File: config.mk
export PLATFORM = sky130hd
export DESIGN_NAME = axis_accum_bcd7seg
export DESIGN_NICKNAME = d
export VERILOG_FILES = /design/src/rtl/accum_disp_pkg.sv /design/src/rtl/bin2bcd_seq.sv /design/src/rtl/axis_accum_bcd7seg.sv
export SDC_FILE = /design/constraint.sdc
export NUM_CORES = 1
export LEC_CHECK = 0
export ABC_CLOCK_PERIOD_IN_PS = 4600
export CELL_PAD_IN_SITES_DETAIL_PLACEMENT = 1
export CELL_PAD_IN_SITES_GLOBAL_PLACEMENT = 1
export CORE_ASPECT_RATIO = 2
export CORE_MARGIN = 2
export CORE_UTILIZATION = 48
export DETAILED_ROUTE_END_ITERATION = 12
export HOLD_SLACK_MARGIN = 0.15
export PLACE_DENSITY = 0.93
export REMOVE_ABC_BUFFERS = 1
export SLEW_MARGIN = 0
export SYNTH_ARGS = -nofsm -noshare
export SYNTH_HDL_FRONTEND = slang
export SYNTH_SLANG_ARGS = --single-unit
File: constraint.sdc
create_clock -name clk -period 4.6 [get_ports clk]
set_input_delay 0.69 -clock clk [delete_from_list [all_inputs] [get_ports clk]]
set_output_delay 0.69 -clock clk [all_outputs]
set_load 0.02 [all_outputs]
File: src/rtl/accum_disp_pkg.sv
// Shared types and helpers for the AXI-Stream frame accumulator and its
// 7-segment output path.
package accum_disp_pkg;

  typedef enum logic [1:0] {
    ACC  = 2'd0,
    CONV = 2'd1,
    OUT  = 2'd2
  } state_t;

  localparam logic [6:0] SEG_OFF = 7'b0000000;

  // Segment order is gfedcba, 1 = lit; anything that is not a decimal digit is dark.
  function automatic logic [6:0] seg7_encode(input logic [3:0] digit);
    logic [6:0] seg;
    case (digit)
      4'd0:    seg = 7'b0111111;
      4'd1:    seg = 7'b0000110;
      4'd2:    seg = 7'b1011011;
      4'd3:    seg = 7'b1001111;
      4'd4:    seg = 7'b1100110;
      4'd5:    seg = 7'b1101101;
      4'd6:    seg = 7'b1111101;
      4'd7:    seg = 7'b0000111;
      4'd8:    seg = 7'b1111111;
      4'd9:    seg = 7'b1101111;
      default: seg = SEG_OFF;
    endcase
    return seg;
  endfunction

  function automatic logic [31:0] bcd_max(input int unsigned digits);
    logic [31:0] v;
    v = 32'd1;
    for (int unsigned i = 0; i < digits; i++) begin
      v = v * 32'd10;
    end
    return v - 32'd1;
  endfunction

endpackage

File: src/rtl/bin2bcd_seq.sv
// Iterative shift-add-3 binary to BCD converter: one bit per cycle, SUM_W cycles.
// ovf is set when any bit is shifted out of the top digit, i.e. bin > 10^D-1.
module bin2bcd_seq
  import accum_disp_pkg::*;
#(
  parameter int SUM_W = 6,
  parameter int D     = 2
) (
  input  logic                 clk,
  input  logic                 rst,
  input  logic                 start,
  input  logic [SUM_W-1:0]     bin,
  output logic                 busy,
  output logic                 done,
  output logic [D-1:0][3:0]    bcd,
  output logic                 ovf
);

  localparam int IT_W = $clog2(SUM_W + 1);

  logic [SUM_W-1:0]  r_bin;
  logic [D-1:0][3:0] r_bcd;
  logic [IT_W-1:0]   r_it;
  logic              r_busy;
  logic              r_done;
  logic              r_ovf;
  logic [4*D-1:0]    w_adj;

  always_comb begin
    w_adj = '0;
    for (int i = 0; i < D; i++) begin
      if (r_bcd[i] >= 4'd5) begin
        w_adj[4*i +: 4] = r_bcd[i] + 4'd3;
      end else begin
        w_adj[4*i +: 4] = r_bcd[i];
      end
    end
  end

  always_ff @(posedge clk or posedge rst) begin
    if (rst) begin
      r_bin  <= '0;
      r_bcd  <= '0;
      r_it   <= '0;
      r_busy <= 1'b0;
      r_done <= 1'b0;
      r_ovf  <= 1'b0;
    end else begin
      r_done <= 1'b0;
      if (start) begin
        r_bin  <= bin;
        r_bcd  <= '0;
        r_it   <= '0;
        r_busy <= 1'b1;
        r_ovf  <= 1'b0;
      end else if (r_busy) begin
        r_bin <= r_bin << 1;
        r_bcd <= {w_adj[4*D-2:0], r_bin[SUM_W-1]};
        r_ovf <= r_ovf | w_adj[4*D-1];
        r_it  <= r_it + IT_W'(1);
        if (r_it == IT_W'(SUM_W - 1)) begin
          r_busy <= 1'b0;
          r_done <= 1'b1;
        end
      end
    end
  end

  assign busy = r_busy;
  assign done = r_done;
  assign bcd  = r_bcd;
  assign ovf  = r_ovf;

endmodule

File: src/rtl/axis_accum_bcd7seg.sv
// AXI-Stream frame accumulator: sums up to N samples per frame, converts the
// total to D decimal digits and presents them as 7-segment codes.
module axis_accum_bcd7seg
  import accum_disp_pkg::*;
#(
  parameter int W     = 3,
  parameter int N     = 5,
  parameter int D     = 2,
  parameter int BLANK = 0,
  localparam int SUM_W = $clog2(N * (2**W - 1) + 1),
  localparam int CNT_W = $clog2(N + 1)
) (
  input  logic                 clk,
  input  logic                 rst,
  input  logic                 s_valid,
  output logic                 s_ready,
  input  logic [W-1:0]         s_data,
  input  logic                 s_last,
  output logic                 m_valid,
  input  logic                 m_ready,
  output logic [D-1:0][6:0]    m_data,
  output logic [CNT_W-1:0]     m_count,
  output logic                 m_ovf
);

  state_t            r_state;
  state_t            w_state_nx;
  logic [SUM_W-1:0]  r_sum;
  logic [CNT_W-1:0]  r_cnt;
  logic              r_s_ready;
  logic              r_m_valid;
  logic [D-1:0][6:0] r_m_data;
  logic [CNT_W-1:0]  r_m_count;
  logic              r_m_ovf;

  logic              w_acc;
  logic              w_close;
  logic              w_start;
  logic [SUM_W-1:0]  w_sum_nx;
  logic              w_busy;
  logic              w_done;
  logic [D-1:0][3:0] w_bcd;
  logic              w_ovf;
  logic [D-1:0][6:0] w_seg;

  assign w_acc    = s_valid & r_s_ready;
  assign w_close  = w_acc & ((r_cnt == CNT_W'(N - 1)) | s_last);
  assign w_start  = w_close & ~w_busy;
  assign w_sum_nx = r_sum + SUM_W'(s_data);

  bin2bcd_seq #(
    .SUM_W (SUM_W),
    .D     (D)
  ) u_bin2bcd (
    .clk   (clk),
    .rst   (rst),
    .start (w_start),
    .bin   (w_sum_nx),
    .busy  (w_busy),
    .done  (w_done),
    .bcd   (w_bcd),
    .ovf   (w_ovf)
  );

  always_ff @(posedge clk or posedge rst) begin
    if (rst) begin
      r_state <= ACC;
    end else begin
      r_state <= w_state_nx;
    end
  end

  always_comb begin
    w_state_nx = r_state;
    case (r_state)
      ACC:     if (w_close) w_state_nx = CONV; else w_state_nx = ACC;
      CONV:    if (w_done)  w_state_nx = OUT;  else w_state_nx = CONV;
      OUT:     if (m_ready) w_state_nx = ACC;  else w_state_nx = OUT;
      default: w_state_nx = ACC;
    endcase
  end

  // Saturation overrides blanking; blanking darkens zero digits above the ones place.
  always_comb begin
    logic lead;
    lead  = 1'b1;
    w_seg = '0;
    for (int i = D - 1; i >= 0; i--) begin
      lead = lead & (w_bcd[i] == 4'd0);
      if (w_ovf) begin
        w_seg[i] = seg7_encode(4'd9);
      end else if ((BLANK != 0) && (i >= 1) && lead) begin
        w_seg[i] = SEG_OFF;
      end else begin
        w_seg[i] = seg7_encode(w_bcd[i]);
      end
    end
  end

  always_ff @(posedge clk or posedge rst) begin
    if (rst) begin
      r_sum <= '0;
      r_cnt <= '0;
    end else if (w_close) begin
      r_sum <= '0;
      r_cnt <= '0;
    end else if (w_acc) begin
      r_sum <= w_sum_nx;
      r_cnt <= r_cnt + CNT_W'(1);
    end
  end

  always_ff @(posedge clk or posedge rst) begin
    if (rst) begin
      r_s_ready <= 1'b0;
      r_m_valid <= 1'b0;
      r_m_data  <= '0;
      r_m_count <= '0;
      r_m_ovf   <= 1'b0;
    end else begin
      r_s_ready <= (w_state_nx == ACC);
      if (w_close) begin
        r_m_count <= r_cnt + CNT_W'(1);
      end
      if ((r_state == CONV) && w_done) begin
        r_m_valid <= 1'b1;
        r_m_data  <= w_seg;
        r_m_ovf   <= w_ovf;
      end else if ((r_state == OUT) && m_ready) begin
        r_m_valid <= 1'b0;
      end
    end
  end

  assign s_ready = r_s_ready;
  assign m_valid = r_m_valid;
  assign m_data  = r_m_data;
  assign m_count = r_m_count;
  assign m_ovf   = r_m_ovf;

endmodule

==> impl_results.md <==
- Outcome: finished clean
- Filler cell count: 630
- Max Clock Freq: 476.0 MHz
- Maximum root-to-sink buffer count: 2
- Worst hold path class: reg -> reg
- Final Worst Setup Slack: 2.499 ns
- CTS tree: done
- Top sig layer: met4
- Worst r2r dst: u_bin2bcd.bcd[2]$_DFFE_PP0P_
- Post-synthesis sequential area ratio: 0.4700
- Mapped Cells: 269
- CP Launch Type: input pin
- CP max stage cell: clkdlybuf4s50_1
- CTS Root Cell: clkbuf_8
- R2R setup slack: 2.64 ns
- Die span in x: 57.18 um
- Initial antenna violation count: 0
- Crit path largest cell delay: between 0.4 and 0.5 ns
- Number of setup violations in the final report: 0
- Most frequent cells in the layout: dfrtp_1 (51), nand2_1 (36), clkdlybuf4s50_1 (27), o21ai_0 (19), ha_1 (19)
- Global-route wire length before repair: 10,650 um
- Ant. Diodes: 0
- Top-area cell type share of the netlist area: 0.4700
- DPL Wire Length: between 4000 and 5000 um
- Crit path to: u_bin2bcd.r_bin[3]$_DFFE_PP0P_
- Shortest period the worst path allows: 2.101 ns
- Slew HR: 0.2935
- Initial DRC count: 30
- Place WS: roughly 2.1 ns
- Wl on met1: 2340 um
- Syn Std Cell Area: 0.002715 mm^2
- Final Hold Fails: 0
- Critical path startpoint: s_data[1]
- Routed WL: 6312 um
- Met2 WL post-DR: 3646 um
- Number of routed nets with antenna violations: 0
- Slew Limit Fails: 0
- Placeable Area: roughly 0.0054 mm^2
- Clk_lat worst skew: 0.31 ns
- Leak pwr: approximately 1.3 nW
- Routed via count: roughly 2,100
- Setup TNS: 0 ns
- Top post-synthesis cells by area: dfrtp_1 (47%), ha_1 (8.8%), nand2_1 (5.0%), o21ai_0 (3.5%), o22a_1 (3.2%)
- Share of cells above drive strength 1: 0.07167
- Slew of the pin with the lowest slew margin: 1.058 ns
- Pwr dens: 713.1 mW/mm^2
- Area after DPL: 0.003009 mm^2
- Max FO, Critical Path: 3
- Max-Cap Viols: 0
- CTS Buf Count: 5
- Unique masters post-synth: 44
- Most common cell after layout, fill and taps aside: dfrtp_1
- Rows: 38
- Tot GR Track Use: 0.2196
- Multi-input combinational cell area: 0.001335 mm^2
- H-tree depth: 2
- Routed len/inst: 17.88 um
- Die area: 0.006310 mm^2
- Die Ht: 110.4 um
- Reg clk slew, reported paths: 0.10 ns
- Core Util, Final: 0.5723
- Nets: 320
- Peak VDD IR: between 0.4 and 0.5 mV
- WP data required: 4.79 ns
- RR Startpoint: u_bin2bcd.bcd[1]$_DFFE_PP0P_
- CTS sink cnt: 51
- Setup bufs post-CTS: 0
- Synth Register Bits: just over 50
- Yosys warns: 0
- CP Cell Sequence: clkdlybuf4s50_1 > ha_1 > a211oi_1 > o21bai_1 > xnor2_1 > o211ai_1
- Largest net degree at the start of global routing: 52
- Detailed Routing Iterations Pass 1: 4
- Starting Density: 0.5009
- DRC: 0
- WP data arrival: 2.29 ns
- GP Congestion: 0.8035
- CTS Hold Bufs: 0
- Remaining Overflow, GRT: 0
- Fin crit share: 0.4567
- Num ports: 28
- R2R depth: 6
- Design Area, Final: 0.003102 mm^2
- Vias in the first global route: 2,224
- Syn Area/Cell: around 10 um^2
- Clock skew: 0.01132 ns
- Cts repair resizes: 0
- Vias per cell: 5.955
- Layout area overhead: 14.24%
- Sequential Area: 0.001276 mm^2
- CP endpoint kind: register
- I/O Buffers: 27
- Yosys top cell by area: dfrtp_1
- Kind of critical path: in -> reg
- Met3 wire length: 136 um
- Unrepaired setup endpoints after global routing: false
[critical path: cells and delay by family]
| kind | cells | cell delay [ns] |
|---|---|---|
| compound gates | 3 | 0.66 |
| buf+inv | 1 | 0.46 |
| fa+ha+maj | 1 | 0.31 |
| xor+xnor | 1 | 0.16 |
[state kept, by name, indices dropped and copies added, names as in the netlist, 2 cells and up]
| name | flops |
|---|---|
| m_count | 3 |
| m_data | 14 |
| r_cnt | 3 |
| u_bin2bcd.r_it | 3 |
| u_bin2bcd.r_bin | 6 |
| r_sum | 6 |
| u_bin2bcd.bcd | 8 |
| r_state | 2 |
[cell usage after synthesis]
cell,number
a211o_1,1
a211oi_1,6
a21o_2,1
a21oi_1,16
a21oi_4,1
a22o_1,5
a31oi_1,1
and2_1,3
and3_1,2
buf_2,8
buf_4,1
clkbuf_1,3
dfrtp_1,51
fa_1,1
ha_1,19
inv_1,12
mux2_2,2
mux2i_1,7
nand2_1,36
nand2_2,2
nand2b_1,5
nand3_1,2
nand3b_1,3
nand3b_2,1
nor2_1,14
nor2_2,1
nor2_4,1
nor2b_1,3
nor3_1,1
nor3b_1,3
o211ai_1,4
o21ai_0,19
o21ai_1,2
o21ai_2,1
o21bai_1,2
o22a_1,10
o22ai_1,1
o31ai_1,4
o32ai_1,1
o41ai_1,2
or3_1,1
or3_4,1
xnor2_1,7
xor2_1,2
[metal layers]
metal  track usage  up-vias
met2        0.4294       39
met4       0.09468        0
met5             0        -
met1        0.2254     1058
li1              -      989
met3       0.02917       16
[cell type report]
class / count / area share
flip-flops and latches: 51 / 0.4115
multi-input cells: 194 / 0.4304
inverters: 12 / 0.01452
repair buffers: 28 / 0.08955
well taps: 60 / 0.02420
clock inverters: 3 / 0.007664
clock buffers: 5 / 0.02219
[worst min-delay path by stage]
stage                                       start                             to  depth (start not counted)
CTS                             m_ovf$_DFFE_PP0P_              m_ovf$_DFFE_PP0P_                          2
floorplan           u_bin2bcd.r_it[2]$_DFFE_PP0P_  u_bin2bcd.r_it[2]$_DFFE_PP0P_                          1
detailed placement         m_count[1]$_DFFE_PP0P_         m_count[1]$_DFFE_PP0P_                          2
global placement           m_data[11]$_DFFE_PP0P_         m_data[11]$_DFFE_PP0P_                          2
finish                          m_ovf$_DFFE_PP0P_              m_ovf$_DFFE_PP0P_                          2
global route               m_count[1]$_DFFE_PP0P_         m_count[1]$_DFFE_PP0P_                          2
[logic make-up after synthesis]
kind of cell	after synthesis	synth area share
DFF	51	0.4700
AOI/OAI and AO/OA	77	0.1908
buffers and inverters	24	0.03825
xor gates and xnor gates	9	0.02903
adders and majority gates	20	0.09493
muxes	9	0.03410
and+or+nand+nor	79	0.1429
[stage by stage]
step	total power (W)	cells	hold slack [ns]
after floorplan	0.001534	257	0.4424
after global placement	0.001848	345	0.4571
after detailed placement	0.001940	345	0.4704
after CTS	0.002234	353	0.4957
after global routing	0.002378	353	0.5107
final	0.002212	353	0.4833
[report_power, final]
part,leakage (nW),switching [W],internal (W)
clock network,0.0408,0.000169,0.000109
logic,0.671,0.000595,0.000510
registers,0.634,0.000198,0.000630
Power figures use the tool's default switching activity.
